<file path="src/rtl/clk_div_bank_pkg.sv">
// clk_div_bank_pkg: shared divider widths, default and standard half-period divisors, channel-select width helper
package clk_div_bank_pkg;
    localparam int DEF_CNT_W         = 16;
    localparam int DEFAULT_HALF_1MHZ = 50;
    localparam int HALF_100KHZ       = 500;
    localparam int HALF_10KHZ        = 5000;
    localparam int HALF_1KHZ         = 50000;
    function automatic int ch_width(input int n);
        return n > 1 ? $clog2(n) : 1;
    endfunction
endpackage

</file>
<file path="src/rtl/clk_div_bank_if.sv">
// clk_div_bank_if: divisor config port; master drives cfg_valid/cfg_ch/cfg_half, slave returns cfg_ready
interface clk_div_bank_if import clk_div_bank_pkg::*; #(
    parameter int NUM_CH = 4,
    parameter int CNT_W  = DEF_CNT_W,
    parameter int CH_W   = ch_width(NUM_CH)
) ();
    logic             cfg_valid;
    logic             cfg_ready;
    logic [CH_W-1:0]  cfg_ch;
    logic [CNT_W-1:0] cfg_half;
    modport master (output cfg_valid, cfg_ch, cfg_half, input cfg_ready);
    modport slave  (input cfg_valid, cfg_ch, cfg_half, output cfg_ready);
endinterface

</file>
<file path="src/rtl/clk_div_channel.sv">
// clk_div_channel: one 50%-duty divider with shadowed half-period.
// Ports: clk, rst_n (async low); en run enable; load/load_val accepted divisor write;
// direct_load applies the write at once (channel disabled); clk_out, tick (rise pulse), pending.
module clk_div_channel import clk_div_bank_pkg::*; #(
    parameter int CNT_W        = DEF_CNT_W,
    parameter int DEFAULT_HALF = DEFAULT_HALF_1MHZ
) (
    input  logic             clk,
    input  logic             rst_n,
    input  logic             en,
    input  logic             load,
    input  logic [CNT_W-1:0] load_val,
    input  logic             direct_load,
    output logic             clk_out,
    output logic             tick,
    output logic             pending
);
    logic [CNT_W-1:0] cnt, half_active, shadow;
    logic parked, wrap;
    assign parked = half_active == '0;
    assign wrap   = cnt >= half_active - CNT_W'(1);
    always_ff @(posedge clk or negedge rst_n) begin
        if (!rst_n) begin
            cnt         <= '0;
            half_active <= CNT_W'(DEFAULT_HALF);
            shadow      <= CNT_W'(DEFAULT_HALF);
            pending     <= 1'b0;
            clk_out     <= 1'b0;
            tick        <= 1'b0;
        end else if (load && (direct_load || parked)) begin
            cnt         <= '0;
            clk_out     <= 1'b0;
            tick        <= 1'b0;
            half_active <= load_val;
            pending     <= 1'b0;
        end else if (!en || parked) begin
            cnt     <= '0;
            clk_out <= 1'b0;
            tick    <= 1'b0;
            if (pending) begin
                half_active <= shadow;
                pending     <= 1'b0;
            end
        end else begin
            cnt     <= wrap ? '0 : cnt + CNT_W'(1);
            clk_out <= clk_out ^ wrap;
            tick    <= wrap && !clk_out;
            // the shadow only lands on a half-period boundary so no runt pulse appears
            if (wrap && pending) begin
                half_active <= shadow;
                pending     <= 1'b0;
            end
            if (load) begin
                shadow  <= load_val;
                pending <= 1'b1;
            end
        end
    end
endmodule

</file>
<file path="src/rtl/clk_div_bank.sv">
// clk_div_bank: NUM_CH programmable square-wave dividers.
// Ports: clk, rst_n (async low); ch_en per-channel enable; cfg config port (slave);
// clk_out divided clocks; tick one-cycle rise pulses; pending shadow divisor waiting per channel.
module clk_div_bank import clk_div_bank_pkg::*; #(
    parameter int NUM_CH       = 4,
    parameter int CNT_W        = DEF_CNT_W,
    parameter int DEFAULT_HALF = DEFAULT_HALF_1MHZ,
    parameter int CH_W         = ch_width(NUM_CH)
) (
    input  logic              clk,
    input  logic              rst_n,
    input  logic [NUM_CH-1:0] ch_en,
    clk_div_bank_if.slave     cfg,
    output logic [NUM_CH-1:0] clk_out,
    output logic [NUM_CH-1:0] tick,
    output logic [NUM_CH-1:0] pending
);
    logic xfer;
    // writes to channels that do not exist are accepted and dropped
    assign cfg.cfg_ready = int'(cfg.cfg_ch) >= NUM_CH || !pending[cfg.cfg_ch];
    assign xfer          = cfg.cfg_valid && cfg.cfg_ready;
    for (genvar i = 0; i < NUM_CH; i++) begin : g_ch
        clk_div_channel #(.CNT_W(CNT_W), .DEFAULT_HALF(DEFAULT_HALF)) u_ch (
            .clk         (clk),
            .rst_n       (rst_n),
            .en          (ch_en[i]),
            .load        (xfer && cfg.cfg_ch == CH_W'(i)),
            .load_val    (cfg.cfg_half),
            .direct_load (!ch_en[i]),
            .clk_out     (clk_out[i]),
            .tick        (tick[i]),
            .pending     (pending[i])
        );
    end
endmodule

</file>
<file path="src/flat_wrapper.sv">
// flat-port wrapper written by rule: the top's interface ports become plain ports
module clk_div_bank_flat import clk_div_bank_pkg::*;
#(
    parameter int NUM_CH       = 4,
    parameter int CNT_W        = DEF_CNT_W,
    parameter int DEFAULT_HALF = DEFAULT_HALF_1MHZ,
    parameter int CH_W         = ch_width(NUM_CH)
)
  (clk, rst_n, ch_en, clk_out, tick, pending, cfg_cfg_valid, cfg_cfg_ch, cfg_cfg_half, cfg_cfg_ready);
  clk_div_bank_if #(.NUM_CH(NUM_CH), .CNT_W(CNT_W), .CH_W(CH_W)) cfg_i ();
  input  logic clk;
  input  logic rst_n;
  input  logic [NUM_CH-1:0] ch_en;
  output logic [NUM_CH-1:0] clk_out;
  output logic [NUM_CH-1:0] tick;
  output logic [NUM_CH-1:0] pending;
  input wire logic [$bits(cfg_i.cfg_valid)-1:0] cfg_cfg_valid;
  input wire logic [$bits(cfg_i.cfg_ch)-1:0] cfg_cfg_ch;
  input wire logic [$bits(cfg_i.cfg_half)-1:0] cfg_cfg_half;
  output wire logic [$bits(cfg_i.cfg_ready)-1:0] cfg_cfg_ready;
  assign cfg_i.cfg_valid = cfg_cfg_valid;
  assign cfg_i.cfg_ch = cfg_cfg_ch;
  assign cfg_i.cfg_half = cfg_cfg_half;
  assign cfg_cfg_ready = cfg_i.cfg_ready;
  clk_div_bank #(.NUM_CH(NUM_CH), .CNT_W(CNT_W), .DEFAULT_HALF(DEFAULT_HALF), .CH_W(CH_W)) u_core (.clk(clk), .rst_n(rst_n), .ch_en(ch_en), .cfg(cfg_i), .clk_out(clk_out), .tick(tick), .pending(pending));
endmodule
</file>
<file path="config.mk">
export PLATFORM = sky130hd
export DESIGN_NAME = clk_div_bank_flat
export DESIGN_NICKNAME = d
export VERILOG_FILES = /design/src/rtl/clk_div_bank_pkg.sv /design/src/rtl/clk_div_bank_if.sv /design/src/rtl/clk_div_channel.sv /design/src/rtl/clk_div_bank.sv /design/src/flat_wrapper.sv
export SDC_FILE = /design/constraint.sdc
export NUM_CORES = 1
export LEC_CHECK = 0
export CAP_MARGIN = 20
export CORE_ASPECT_RATIO = 1.4
export CORE_MARGIN = 1.5
export CORE_UTILIZATION = 50
export DETAILED_ROUTE_END_ITERATION = 7
export GPL_TIMING_DRIVEN = 0
export HOLD_SLACK_MARGIN = 0.08
export PLACE_DENSITY_LB_ADDON = 0.25
export SLEW_MARGIN = 20
export SYNTH_ARGS = -nofsm -noshare
export SYNTH_HDL_FRONTEND = slang
export SYNTH_HIERARCHICAL = 1
export SYNTH_SLANG_ARGS = --single-unit
</file>
<file path="constraint.sdc">
create_clock -name clk -period 6.1 [get_ports clk]
set_input_delay 0.61 -clock clk [delete_from_list [all_inputs] [get_ports clk]]
set_output_delay 0.61 -clock clk [all_outputs]
set_load 0.01 [all_outputs]
</file>
-- After elaboration in Yosys (flattened, before gate mapping)
Cells that the tools add are included.
W data, S select, Z words.
- output and inout port bits: 13
- register bits after elaboration: 204
- equal/unequal tests: 7
- muxes and demuxes: 62
- $lt $le $gt $ge: 5
- add/subtract/negate cells: 8
- bitwise logic cells: 12
- reduce and logical (&&, ||, !) cells: 51
- operator list (kind ; number):
    $mux W16 ; 28
    $add A16 B1 Y16 const B ; 4
    $ge A16 B16 Y1 ; 4
    $logic_not A16 Y1 ; 4
    $sub A16 B1 Y16 const B ; 4
    $mux W1 ; 33
    $logic_and A1 B1 Y1 ; 17
    $reduce_bool A4 Y1 ; 4
    $ne A3 B2 Y1 const B ; 4
    $reduce_and A3 Y1 ; 4
    $reduce_bool A3 Y1 ; 4
    $logic_not A1 Y1 ; 9
    $not A1 Y1 ; 8
    $reduce_and A2 Y1 ; 4
    $eq A2 B2 Y1 const B ; 2
    $logic_or A1 B1 Y1 ; 4
    $xor A1 B1 Y1 ; 4
    $lt A2 B3 Y1 const B ; 1
    $bmux W1 S2 ; 1
    $eq A2 B1 Y1 const B ; 1
    $logic_not A2 Y1 ; 1

-- Longest topological paths before layout
Gate-level depths: netlist of the first run.
- depth in word-level cells: 8
- depth in mapped cells: 16
- mapped depth without buffers: 15

-- Modules after synthesis
The synthesis of the first run kept the hierarchy.
- modules (own cells, without submodules) (module ; cells each ; area each (µm²) ; times used):
    clk_div_channel at u_core.g_ch[1].u_ch ... ; 271 ; 2856.5 ; 2
    clk_div_channel at u_core.g_ch[0].u_ch ; 285 ; 3071.7 ; 1
    clk_div_channel at u_core.g_ch[3].u_ch ; 288 ; 2919.0 ; 1
    clk_div_bank ; 11 ; 78.8 ; 1

-- Worst setup path before layout of the first run
No wires, ideal clock.
- path type: register to register
- start: reg u_core.g_ch[0].u_ch.half_active[0]
- end: reg u_core.g_ch[0].u_ch.half_active[10]
- setup slack: 2.171 ns
- setup time: 0.123 ns
- path buffers: 1
- period minus slack after synthesis: 3.929 ns
- cell stages (with the launch flop): 17
- data arrival time: 3.806 ns
- data required time: 5.977 ns
- cells stage by stage: dfrtp_1 -> inv_1 -> ha_1 -> or4b_4 -> nor4_4 -> nand2_1 -> nor3_1 -> xnor2_1 -> ha_1 -> nand4_1 -> or2_2 -> or4_1 -> and4_1 -> inv_2 -> o211ai_4 -> buf_2 -> o221a_2
- longest elaborated chain between the ends: 5
- elaborated cells on any way between the ends: 11
- classes of those cells: 1 x add/sub; 1 x order compare; 1 x eq/ne; 2 x mux; 6 x reduce/logical
- ends and longest elaborated chain (what ; RTL line ; RTL):
    start, declared ; clk_div_channel.sv:18 ; logic [CNT_W-1:0] cnt, half_active, shadow;
    start signal, assigned ; clk_div_channel.sv:25 ; half_active <= CNT_W'(DEFAULT_HALF);
    start signal, assigned ; clk_div_channel.sv:34 ; half_active <= load_val;
    start signal, assigned ; clk_div_channel.sv:41 ; half_active <= shadow;
    $sub A16 B1 Y16 / $logic_not A16 Y1 (equally long branches) ; clk_div_channel.sv:21, clk_div_channel.sv:20 ;
    $ge A16 B16 Y1 / $logic_or A1 B1 Y1 (equally long branches) ; clk_div_channel.sv:21, clk_div_channel.sv:30, clk_div_channel.sv:36 ;
    $logic_and A1 B1 Y1, on equally long branches ; clk_div_channel.sv:49, clk_div_channel.sv:30 ;
    $reduce_bool A3 Y1 (no line) / $ne A3 B2 Y1 (equally long branches) ; -- ;
    $reduce_and A2 Y1 (no line) ; -- ;
Parallel ways exist; a longest one is shown, timed or not.
A chain may end at the register's enable or synchronous reset.

-- Final worst setup path of the first run
- start: reg u_core.g_ch[0].u_ch.half_active[0]
- end: reg u_core.g_ch[0].u_ch.half_active[1]
The elaborated chain is that of the path after synthesis.

==> results of run 1 <==
-- logic make-up after synthesis --
logic type,count (synthesis),synth area share
AOI/OAI and AO/OA,171,0.111
xor gates and xnor gates,112,0.0833
adders and majority gates,76,0.0807
buffers and inverters,89,0.0355
DFF,204,0.436
muxes,81,0.0799
and+or+nand+nor,393,0.174
-- through the flow --
step	hold WS, ns	instance area (sq um)	util	setup TNS (ns)
floorplan	0.314	11800	-	0
global placement	0.466	12500	0.540	-806.31
detailed placement	0.468	12600	0.543	0
CTS	0.475	13400	0.579	0
global route	0.505	13400	0.579	0
finish	0.469	13400	0.579	0
-- worst min path at each step --
stage                                              from  cells past startpoint                            end
final                        u_core/g_ch[1].u_ch/cnt[0]                      1     u_core/g_ch[1].u_ch/cnt[0]
after global routing      u_core/g_ch[1].u_ch/shadow[6]                      1  u_core/g_ch[1].u_ch/shadow[6]
after CTS                    u_core/g_ch[1].u_ch/cnt[0]                      1     u_core/g_ch[1].u_ch/cnt[0]
after detailed placement     u_core/g_ch[2].u_ch/cnt[0]                      1     u_core/g_ch[2].u_ch/cnt[0]
after global placement       u_core/g_ch[1].u_ch/cnt[0]                      1     u_core/g_ch[1].u_ch/cnt[0]
after floorplan                                   rst_n                      0    u_core/g_ch[0].u_ch/clk_out
-- critical path, cell delays in order (launching register included) --
cell	delay, ns
sky130_fd_sc_hd__dfrtp_1	0.44
sky130_fd_sc_hd__inv_1	0.11
sky130_fd_sc_hd__ha_1	0.20
sky130_fd_sc_hd__or4b_4	0.50
sky130_fd_sc_hd__nor4_4	0.32
sky130_fd_sc_hd__nand2_1	0.14
sky130_fd_sc_hd__nor3_1	0.20
sky130_fd_sc_hd__xnor2_1	0.10
sky130_fd_sc_hd__ha_1	0.30
sky130_fd_sc_hd__nand4_1	0.17
sky130_fd_sc_hd__or2_2	0.36
sky130_fd_sc_hd__or4_1	0.53
sky130_fd_sc_hd__and4_1	0.26
sky130_fd_sc_hd__nand2_1	0.11
sky130_fd_sc_hd__clkbuf_1	0.50
sky130_fd_sc_hd__o221a_2	0.29
-- flip-flops by register name (all words and copies together) (netlist names) --
register,flops
u_core/g_ch.u_ch/pending,4
u_core/g_ch.u_ch/half_active,64
u_core/g_ch.u_ch/shadow,64
u_core/g_ch.u_ch/clk_out,4
u_core/g_ch.u_ch/tick,4
u_core/g_ch.u_ch/cnt,64
-- routing by layer --
metal	vias to the layer above	wire (microns)	global-route usage
met5	-	0	0
met4	0	864	0.0809
met3	49	765	0.0278
met2	113	13300	0.403
met1	4160	11000	0.258
li1	4180	-	-
-- cell usage in the layout, fill, tap and decap left out, types with 5 or more instances in the layout --
| cell | instances |
|---|---|
| sky130_fd_sc_hd__and2_1 | 7 |
| sky130_fd_sc_hd__buf_2 | 12 |
| sky130_fd_sc_hd__nor4_1 | 13 |
| sky130_fd_sc_hd__o22ai_1 | 5 |
| sky130_fd_sc_hd__nand3_1 | 25 |
| sky130_fd_sc_hd__o221a_1 | 14 |
| sky130_fd_sc_hd__dfrtp_1 | 180 |
| sky130_fd_sc_hd__clkdlybuf4s50_1 | 36 |
| sky130_fd_sc_hd__nand4_1 | 18 |
| sky130_fd_sc_hd__o221a_2 | 18 |
| sky130_fd_sc_hd__mux2i_1 | 16 |
| sky130_fd_sc_hd__bufinv_16 | 5 |
| sky130_fd_sc_hd__xor2_1 | 52 |
| sky130_fd_sc_hd__o2bb2ai_1 | 28 |
| sky130_fd_sc_hd__nand2_1 | 49 |
| sky130_fd_sc_hd__nand2b_1 | 9 |
| sky130_fd_sc_hd__nor2_1 | 141 |
| sky130_fd_sc_hd__nor2b_1 | 13 |
| sky130_fd_sc_hd__clkbuf_16 | 23 |
| sky130_fd_sc_hd__clkbuf_1 | 25 |
| sky130_fd_sc_hd__or4_1 | 6 |
| sky130_fd_sc_hd__a21oi_1 | 59 |
| sky130_fd_sc_hd__mux2_4 | 10 |
| sky130_fd_sc_hd__buf_6 | 5 |
| sky130_fd_sc_hd__and3_1 | 47 |
| sky130_fd_sc_hd__or3_1 | 5 |
| sky130_fd_sc_hd__ha_1 | 76 |
| sky130_fd_sc_hd__dfstp_2 | 24 |
| sky130_fd_sc_hd__mux2_2 | 52 |
| sky130_fd_sc_hd__o21ai_0 | 6 |
| sky130_fd_sc_hd__xnor2_1 | 60 |
| sky130_fd_sc_hd__nor3b_1 | 5 |
| sky130_fd_sc_hd__nor3_1 | 24 |
| sky130_fd_sc_hd__inv_1 | 44 |
-- repair_timing --
action,CTS,global route
resized for setup,0,0
hold endpoints to repair,43,0
hold buffers,1,0
-- area by class of cell --
| class | instances | area [sq um] |
|---|---|---|
| Sequential cell | 204 | 5130 |
| Clock inverter | 9 | 170 |
| Buffer | 43 | 245 |
| Timing Repair Buffer | 40 | 440 |
| Fill cell | 1993 | 9780 |
| Inverter | 46 | 173 |
| Clock buffer | 31 | 646 |
| Multi-Input combinational cell | 833 | 6240 |
| Tap cell | 306 | 383 |
-- report_power, final --
group          switching [mW]  leakage (nW)  internal (mW)
logic                    1.17          3.02           1.14
clock network           0.543         0.403          0.948
registers               0.363          2.62           1.77
total                    2.08          6.05           3.86
==> key figures, run 1 <==
Yosys
  • Sequential share of the synthesized area: 0.436
  • Post-synthesis cell type with the largest combined area: sky130_fd_sc_hd__dfrtp_1
  • Synth top area cells: sky130_fd_sc_hd__dfrtp_1 38%, sky130_fd_sc_hd__ha_1 8.1%, sky130_fd_sc_hd__dfstp_2 5.4%
  • Cell area after technology mapping: 11800 sq um
  • Leading post-synthesis cells by instance count: 180 x sky130_fd_sc_hd__dfrtp_1, 141 x sky130_fd_sc_hd__nor2_1, 76 x sky130_fd_sc_hd__ha_1, 60 x sky130_fd_sc_hd__xnor2_1, 59 x sky130_fd_sc_hd__a21oi_1
  • Avg Inst Size Synth: 10.5 sq um
  • Syn_nets: 1227
  • Count of flip-flops with a built-in enable after synthesis: 0
  • Top-count cell post-synth: sky130_fd_sc_hd__dfrtp_1
  • Seq cells post-synth: around 200
  • Yosys Warn Count: 6
  • Count of distinct cell types in the synthesized netlist: 76
  • Fraction of registers with async set/reset: 1.00
  • Area share of the leading cell type in the synthesized netlist: 0.382
  • Post-synthesis cell count: 1126
  • Main synth FF type: sky130_fd_sc_hd__dfrtp_1

Detailed routing
  • Number of design-rule violations left by the first detailed-router iteration: 340
  • Number of vias after detailed routing: 8502
  • Count of TritonRoute iterations in the first routing pass: 5
  • Routed WL: 25900 microns
  • Routed wire per std cell: 17.1 microns
  • DRC violations left: 0
  • Via density per instance: 5.62
  • Antenna-violating nets left: 0

Critical path
  • RR Startpoint: u_core/g_ch[0].u_ch/half_active[0]
  • R2R cell count: 15
  • Critical register-to-register path endpoint: u_core/g_ch[0].u_ch/half_active[1]
  • Category of the worst setup path capture point: flip-flop
  • Crit path kind: flip-flop to flip-flop
  • Crit-path max FO: 10
  • Worst setup path endpoint: u_core/g_ch[0].u_ch/half_active[1]
  • Crit path arrival time: 5.04 ns
  • Kind of start point of the critical path: flip-flop
  • Flop-to-flop setup slack: 1.51 ns
  • Crit path required time: 6.55 ns
  • Critical path startpoint: u_core/g_ch[0].u_ch/half_active[0]

Timing
  • Max-slew violation count: 0
  • Min setup slack post-route: 1.51 ns
  • Worst-case headroom to the max-slew limit: 0.409
  • Share of the clock period used by the worst path: 0.753
  • Worst slew pin tran: 0.884 ns
  • Unrepaired setup endpoints after global routing: no
  • Maximum clock frequency: 0.218 GHz
  • Minimum clock period: roughly 4.6 ns
  • Number of hold-slack violations in the final timing report: 0
  • Count of final setup violators: 0
  • Skew final: 0.00754 ns

Finish
  • Layout cell share with drive strength beyond 1: 0.158
  • Layout net count: 1291
  • Post-route insts no fill: 1512
  • Area growth from synthesis to layout: 14.0%
  • Antenna cell count: 0

Floorplan
  • I/O pin total: 38
  • Core area: 23200 sq um
  • Effective utilization at floorplan: 0.508
  • Die height: between 150 and 200 microns
  • Floorplan row count: 66
  • DIE AREA: about 25000 sq um
  • Width of the die: 133 microns

Clock network
  • Setup bufs post-CTS: 0
  • Worst-skew pair later-pin latency: ~0.51 ns
  • Cell at the root of the clock tree: sky130_fd_sc_hd__clkbuf_16
  • Level count of the clock H-tree: 1
  • CTS tree: built
  • Sink Count: 204
  • Number of buffers created by CTS: 22
  • Bufs on Longest Clock Path: 3
  • CTS clk-pin slew, worst paths: roughly 0.06 ns

Place
  • Gp weighted congestion: 0.842
  • Count of input and output buffers: 37
  • Worst slack at placement: about 1.6 ns
  • Post-detailed-placement half-perimeter wirelength: 19000 microns
  • Placed cells: about 1.5k

Min path
  • Classification of the worst-slack hold path: flip-flop to flip-flop

Power and ir drop
  • Total power density per cell area: 442 nW/um^2
  • Static leakage: 6.05 nW
  • Peak VDD IR: 209 uV
  • Post-layout total power: 5.94 mW

Global routing
  • Leftover overflow at the end of global routing: 0
  • Vias in the first global route: 8662
  • Pin count of the biggest net entering global routing: 98
  • First-pass GRT wire length: ~43000 microns
  • Initial antenna violation count: 0
  • Total global-route track usage: 0.218

Flow run
  • Maximum Capacitance Violations: 0

Run status
  • Status: finished, final reports clean
Note: power is estimated with default switching activity, not from simulation.
==> run 2, diff against run 1 <==
==> constraint.sdc (replaced) <==
create_clock -name clk -period 4.2 [get_ports clk]
set_input_delay 0.42 -clock clk [delete_from_list [all_inputs] [get_ports clk]]
set_output_delay 0.42 -clock clk [all_outputs]
set_load 0.01 [all_outputs]
==> run 2 against run 1 <==
Setup slack worse by 1.3 ns; register-to-register slack worse by 1.3 ns; clock power is 46% higher; wire length is 1.2% higher; fmax is 14% higher; largest cell class unchanged.
==> key figures, run 2 (synthesized netlist as in run 1, its figures left out) <==
Clock network
  • CTS clk-pin slew, worst paths: 0.06 ns (about the same)
  • Bufs on Longest Clock Path: 3 (unchanged)
  • Number of buffers created by CTS: 22 (unchanged)
  • Sink Count: 204 (unchanged)
  • CTS tree: built
  • Cell at the root of the clock tree: sky130_fd_sc_hd__clkbuf_16
  • Level count of the clock H-tree: 1 (unchanged)
  • Worst-skew pair later-pin latency: 0.50 ns (about the same)

Power and ir drop
  • Post-layout total power: 8.91 mW (+50%)
  • Peak VDD IR: 304 uV (+45%)
  • Static leakage: 6.13 nW (+1.3%)
  • Total power density per cell area: 654 nW/um^2 (+48%)

Finish
  • Post-route insts no fill: 1519 (+0.46%)
  • Layout net count: 1298 (+0.54%)
  • Layout cell share with drive strength beyond 1: 0.183 (+0.0255)
  • Most used cells in the layout excluding fill and tap cells: 180 x sky130_fd_sc_hd__dfrtp_1, 141 x sky130_fd_sc_hd__nor2_1, 74 x sky130_fd_sc_hd__ha_1, 60 x sky130_fd_sc_hd__xnor2_1, 59 x sky130_fd_sc_hd__a21oi_1
  • Regs by FF count: u_core/g_ch.u_ch/cnt x64, u_core/g_ch.u_ch/half_active x64, u_core/g_ch.u_ch/shadow x64
  • Area growth from synthesis to layout: 15.6%
  • Antenna cell count: 0 (unchanged)
  • Leading cell type in the layout, fill and taps excluded: sky130_fd_sc_hd__dfrtp_1
  • Final core utilization: 0.587 (+0.00836)

Place
  • Gp weighted congestion: 0.842 (unchanged)
  • Placed cells: 1471 (unchanged)
  • Post-detailed-placement half-perimeter wirelength: 19000 microns (unchanged)
  • Count of input and output buffers: 37 (unchanged)
  • Worst slack at placement: -0.337 ns (-1.90 ns)

Floorplan
  • Die height: 185 microns (unchanged)
  • Floorplan row count: 66 (unchanged)
  • Effective utilization at floorplan: 0.508 (unchanged)
  • Width of the die: 133 microns (unchanged)
  • Core area: 23200 sq um (unchanged)
  • I/O pin total: 38 (unchanged)
  • DIE AREA: 24500 sq um (unchanged)

Timing
  • Maximum clock frequency: 0.248 GHz (+14%)
  • Number of hold-slack violations in the final timing report: 0 (unchanged)
  • Min setup slack post-route: 0.163 ns (-1.35 ns)
  • Worst-case headroom to the max-slew limit: 0.415 (+0.00563)
  • Share of the clock period used by the worst path: 0.961 (+0.208)
  • Worst slew pin tran: 0.876 ns (-0.00842 ns)
  • Minimum clock period: 4.04 ns (-0.554 ns)
  • Count of final setup violators: 0 (unchanged)
  • Worst hold slack: 0.423 ns (-0.0455 ns)
  • Max-slew violation count: 0 (unchanged)
  • Skew final: 0.00650 ns (-0.00104 ns)

Detailed routing
  • Number of vias after detailed routing: 8521 (+0.22%)
  • Antenna-violating nets left: 0 (unchanged)
  • Via density per instance: 5.61 (-0.24%)
  • Routed wire per std cell: 17.2 microns (+0.69%)
  • Number of design-rule violations left by the first detailed-router iteration: 354 (+4.1%)
  • Routed WL: 26200 microns (+1.2%)
  • Count of TritonRoute iterations in the first routing pass: 4 (-1)
  • DRC violations left: 0 (unchanged)

Min path
  • Classification of the worst-slack hold path: primary input to asynchronous set/reset pin

Global routing
  • Vias in the first global route: 8686 (+0.28%)
  • First-pass GRT wire length: 43600 microns (+0.46%)
  • Leftover overflow at the end of global routing: 0 (unchanged)
  • Pin count of the biggest net entering global routing: 98 (unchanged)
  • Total global-route track usage: 0.219 (+0.00137)
  • Initial antenna violation count: 0 (unchanged)

Critical path
  • Sequence of cells on the critical path: buf_4 > nor3_2 > nand2_1 > or4_4 > nor3b_4 > nor3b_2 > xnor2_1 > ha_1 > nand4_1 > or2_4 > or4_1 > and4_4 > inv_2 > o211ai_4 > buf_6 > o221a_2
  • Crit path kind: flip-flop to flip-flop
  • Slowest stage delay, CP: 0.53 ns (about the same)
  • Category of the worst setup path capture point: flip-flop
  • Master of the slowest instance on the critical path: sky130_fd_sc_hd__or4_1
  • Crit-path max FO: 8 (-2)
  • Crit path required time: 4.59 ns (-1.96 ns)
  • Kind of start point of the critical path: flip-flop
  • Crit path arrival time: 4.43 ns (-0.61 ns)

Flow run
  • Maximum Capacitance Violations: 0 (unchanged)

Run status
  • Status: finished, final reports clean
## run 2: changes by cell type in the layout (fill, tap and decap cells not counted), sizes merged
cell    change
buf         +5
clkbuf      +2
## run 2: per-stage QoR
step	cell area, sq um	TNS, ns
6_report	13600	0
5_1_grt	13600	-0.00977
4_1_cts	13500	0
3_5_place_dp	12600	-7.95
3_3_place_gp	12500	-1162.67
2_1_floorplan	11800	0
## run 2: worst max-delay path: cells and delay by family (launching register included)
family          cells  cell delay (ns)
buf+inv             3             0.44
simple gates        9             2.32
xor+xnor            1             0.10
fa+ha+maj           1             0.29
compound gates      2             0.37
flops               1             0.39
## run 2: timing repair
| action | CTS | global route |
|---|---|---|
| hold buffers | 1 | 0 |
| buffers inserted | 6 | 0 |
| gates cloned | 1 | 0 |
| setup endpoints to repair | 54 | 94 |
| pin swaps | 5 | 3 |
| hold endpoints to repair | 43 | 0 |
| resized for setup | 12 | 27 |
## run 2: layout make-up
| type | count | area, sq um |
|---|---|---|
| clock buffer | 31 | 646 |
| timing repair buffer | 47 | 497 |
| sequential | 204 | 5130 |
| fill | 1972 | 9580 |
| tap | 306 | 383 |
| multi-input combinational | 833 | 6350 |
| buffer | 43 | 267 |
| clock inverter | 9 | 170 |
| inverter | 46 | 173 |
## run 2: path summary, 6_finish.rpt
path | from | endpoint | slack, ns | depth (start not counted)
worst max register to register | u_core/g_ch[0].u_ch/half_active[0] | u_core/g_ch[0].u_ch/half_active[12] | 0.16 | 16
worst min-delay path | rst_n | u_core/g_ch[2].u_ch/cnt[1] | 0.42 | 2
worst min register to register | u_core/g_ch[1].u_ch/cnt[0] | u_core/g_ch[1].u_ch/cnt[0] | 0.47 | 1
max in group asynchronous | rst_n | u_core/g_ch[0].u_ch/half_active[4] | 2.93 | 3
min in group clk | u_core/g_ch[1].u_ch/cnt[0] | u_core/g_ch[1].u_ch/cnt[0] | 0.47 | 1
worst max-delay path | u_core/g_ch[0].u_ch/half_active[0] | u_core/g_ch[0].u_ch/half_active[12] | 0.16 | 16
## run 2: layer usage
metal	part of all wire	vias to the layer above	wire, microns	track usage
li1	-	4185	-	-
met1	0.42	4194	11000	0.258
met2	0.52	93	13500	0.407
met3	0.027	49	717	0.0278
met4	0.033	0	863	0.0809
met5	0	-	0	0
## run 2: report_power, final
group | internal, mW | leakage [nW] | total [mW] | switching, mW
sequential | 2.57 | 2.62 | 3.12 | 0.547
clock | 1.38 | 0.403 | 2.17 | 0.793
combinational | 1.83 | 3.10 | 3.62 | 1.79
==> run 3, diff against run 2 <==
--- a/config.mk
+++ b/config.mk
@@ -10,9 +10,11 @@
 export CORE_MARGIN = 1.5
 export CORE_UTILIZATION = 50
 export DETAILED_ROUTE_END_ITERATION = 7
+export DONT_BUFFER_PORTS = 1
 export GPL_TIMING_DRIVEN = 0
 export HOLD_SLACK_MARGIN = 0.08
 export PLACE_DENSITY_LB_ADDON = 0.25
+export RECOVER_POWER = 100
 export SLEW_MARGIN = 20
 export SYNTH_ARGS = -nofsm -noshare
 export SYNTH_HDL_FRONTEND = slang
==> run 3 against run 2 <==
Design area fell by 3.6%; wire length increased by 7.8%; combinational power down 5%; cell count shrank 1.4%; worst hold slack got worse by 0.81 ns; die area did not move; critical path type unchanged; critical path depth is 3 lower; core utilization down 2.1 points; the run now ends with negative hold slack left; non-clock buffer count fell by 22; flip-flop and latch count unchanged; power shrank 4.9%; via count shrank 0.27%.
==> key figures, run 3 (synthesized netlist as in run 1, its figures left out) <==
Run status
  • Status: complete, but fails checks
  • Violations in the final reports: negative hold slack

Timing
  • Sum of negative setup slack: 0 ns (unchanged)
  • Count of final setup violators: 0 (unchanged)
  • Worst hold slack: -0.388 ns (-0.812 ns)
  • Share of the clock period used by the worst path: 0.965 (+0.00400)
  • Max-slew violation count: 0 (unchanged)
  • Minimum clock period: 4.05 ns (+0.0168 ns)
  • Number of hold-slack violations in the final timing report: 192 (+192)
  • Maximum clock frequency: 0.247 GHz (-0.41%)
  • Worst-case headroom to the max-slew limit: 0.313 (-0.101)
  • Min setup slack post-route: 0.146 ns (-0.0168 ns)
  • Worst slew pin tran: 1.02 ns (+0.140 ns)
  • Skew final: 0.00631 ns (-0.000186 ns)

Detailed routing
  • Number of design-rule violations left by the first detailed-router iteration: 521 (+47%)
  • DRC violations left: 0 (unchanged)
  • Antenna-violating nets left: 0 (unchanged)
  • Via density per instance: 5.68 (+1.2%)
  • Routed WL: 28200 microns (+7.8%)
  • Routed length on met3: 956 microns (+33%)
  • Uppermost metal layer occupied by signal nets: met4
  • Routed wire per std cell: 18.8 microns (+9.4%)
  • Count of TritonRoute iterations in the first routing pass: 4 (unchanged)
  • Number of vias after detailed routing: 8498 (-0.27%)
  • Detailed route wirelength on metal2: 14200 microns (+4.9%)
  • Metal1 wirelength: 11400 microns (+3.5%)

Global routing
  • Initial antenna violation count: 0 (unchanged)
  • Total global-route track usage: 0.235 (+0.0156)
  • Vias in the first global route: 8834 (+1.7%)
  • First-pass GRT wire length: 45900 microns (+5.2%)
  • Leftover overflow at the end of global routing: 0 (unchanged)
  • Pin count of the biggest net entering global routing: 205 (+110%)

Finish
  • Regs by FF count: u_core/g_ch.u_ch/cnt x64, u_core/g_ch.u_ch/half_active x64, u_core/g_ch.u_ch/shadow x64
  • Post-route design area: 13100 sq um (-3.6%)
  • Post-route insts no fill: 1497 (-1.4%)
  • Area growth from synthesis to layout: 11.5%
  • Layout cell share with drive strength beyond 1: 0.161 (-0.0218)
  • Antenna cell count: 0 (unchanged)
  • Layout net count: 1276 (-1.7%)
  • Leading cell type in the layout, fill and taps excluded: sky130_fd_sc_hd__dfrtp_1
  • Most used cells in the layout excluding fill and tap cells: 180 x sky130_fd_sc_hd__dfrtp_1, 141 x sky130_fd_sc_hd__nor2_1, 74 x sky130_fd_sc_hd__ha_1, 60 x sky130_fd_sc_hd__xnor2_1, 59 x sky130_fd_sc_hd__a21oi_1

Critical path
  • Kind of start point of the critical path: flip-flop
  • CP delay by family, top: simple AND/OR/NAND/NOR gates
  • Crit path required time: 4.60 ns (about the same)
  • R2R cell count: 13 (-3)
  • Category of the worst setup path capture point: flip-flop
  • RR Startpoint: u_core/g_ch[1].u_ch/half_active[6]
  • Crit path arrival time: 4.45 ns (+0.02 ns)
  • Sequence of cells on the critical path: or4_4 > nand2b_1 > or4_1 > or3_1 > xor2_1 > ha_1 > nand4_1 > nor4_2 > o31ai_1 > and3_2 > a22o_1 > buf_2 > o2bb2ai_1
  • Critical register-to-register path endpoint: u_core/g_ch[1].u_ch/half_active[12]
  • Flop-to-flop setup slack: 0.15 ns (-0.02 ns)
  • CP bufs+invs: 1 (-2)
  • Crit-path max FO: 10 (+2)
  • Crit path kind: flip-flop to flip-flop
  • Master of the slowest instance on the critical path: sky130_fd_sc_hd__or4_4
  • Slowest stage delay, CP: 0.55 ns (+0.02 ns)
  • Critical path startpoint: u_core/g_ch[1].u_ch/half_active[6]

Clock network
  • Worst-skew pair later-pin latency: 0.51 ns (about the same)
  • Cell at the root of the clock tree: sky130_fd_sc_hd__clkbuf_16
  • Number of buffers created by CTS: 22 (unchanged)
  • CTS clk-pin slew, worst paths: 0.07 ns (about the same)
  • CTS tree: built
  • Level count of the clock H-tree: 1 (unchanged)
  • Hold buffer count at cts: 18 (+17)
  • Sink Count: 204 (unchanged)
  • Bufs on Longest Clock Path: 3 (unchanged)

Power and ir drop
  • Total power density per cell area: 645 nW/um^2 (-1.4%)
  • Peak VDD IR: 373 uV (+23%)
  • Static leakage: 5.91 nW (-3.5%)

Flow run
  • Maximum Capacitance Violations: 0 (unchanged)

Floorplan
  • DIE AREA: 24500 sq um (unchanged)
  • Width of the die: 133 microns (unchanged)
  • Floorplan row count: 66 (unchanged)
  • Die height: 185 microns (unchanged)
  • Effective utilization at floorplan: 0.508 (unchanged)
  • Core area: 23200 sq um (unchanged)
  • I/O pin total: 38 (unchanged)

Place
  • Gp weighted congestion: 0.806 (-4.3%)
  • Worst slack at placement: -0.351 ns (-0.0141 ns)
  • Post-detailed-placement half-perimeter wirelength: 18700 microns (-1.4%)
  • Count of input and output buffers: 0 (-100%)
  • Placed cells: 1432 (-2.7%)
  • Post-detailed-placement cell area: 12200 sq um (-3.5%)

Min path
  • Classification of the worst-slack hold path: primary input to asynchronous set/reset pin
## run 3: cell types whose count changed in the layout (fill, tap and decap cells not counted), sizes merged
cell           change
buf               -12
dlygate4sd3       +17
clkdlybuf4s50     -36
inv                +3
clkinv             +1
clkinvlp           +2
bufinv             -4
clkbuf             +7
## run 3: cell type report
| type | instances | area, sq um |
|---|---|---|
| sequential | 204 | 5130 |
| fill | 2123 | 10100 |
| tap | 306 | 383 |
| clock inverter | 11 | 100 |
| clock buffer | 29 | 608 |
| multi-input combinational | 833 | 6280 |
| inverter | 46 | 173 |
| timing repair buffer | 25 | 245 |
| buffer | 43 | 213 |
## run 3: power by group
part	switching (mW)	internal (mW)	leakage (nW)
clock network	0.815	1.09	0.344
logic	1.71	1.74	2.95
registers	0.544	2.57	2.62
## run 3: what timing repair did
item	4_1_cts	5_1_grt
setup endpoints to repair	54	102
setup buffers	5	1
endpoints found under the hold margin	270	204
gates cloned	1	0
pin swaps	4	5
resized for setup	11	23
## run 3: stage by stage
stage,util,power (mW),hold slack [ns]
floorplan,-,5.65,0.124
CTS,0.566,8.47,-0.410
global route,0.566,9.11,-0.415
finish,0.566,8.47,-0.388
detailed placement,0.524,6.37,0.132
global placement,0.524,6.23,0.132
## run 3: how the worst max path moves through the flow
stage | endpoint | slack, ns | cells after the start
6_report | u_core/g_ch[1].u_ch/half_active[12] | 0.15 | 13
2_1_floorplan | u_core/g_ch[0].u_ch/half_active[10] | 0.27 | 16
3_5_place_dp | u_core/g_ch[0].u_ch/half_active[14] | -0.35 | 15
4_1_cts | u_core/g_ch[0].u_ch/half_active[14] | 0.005 | 16
3_3_place_gp | u_core/g_ch[0].u_ch/half_active[0] | -0.30 | 15
5_1_grt | u_core/g_ch[1].u_ch/half_active[8] | -0.06 | 13
## run 3: per-layer routing
layer  up-vias  track usage
li1       4144            -
met1      4140        0.267
met4         0        0.132
met2       149        0.426
met3        65       0.0297
met5         -            0
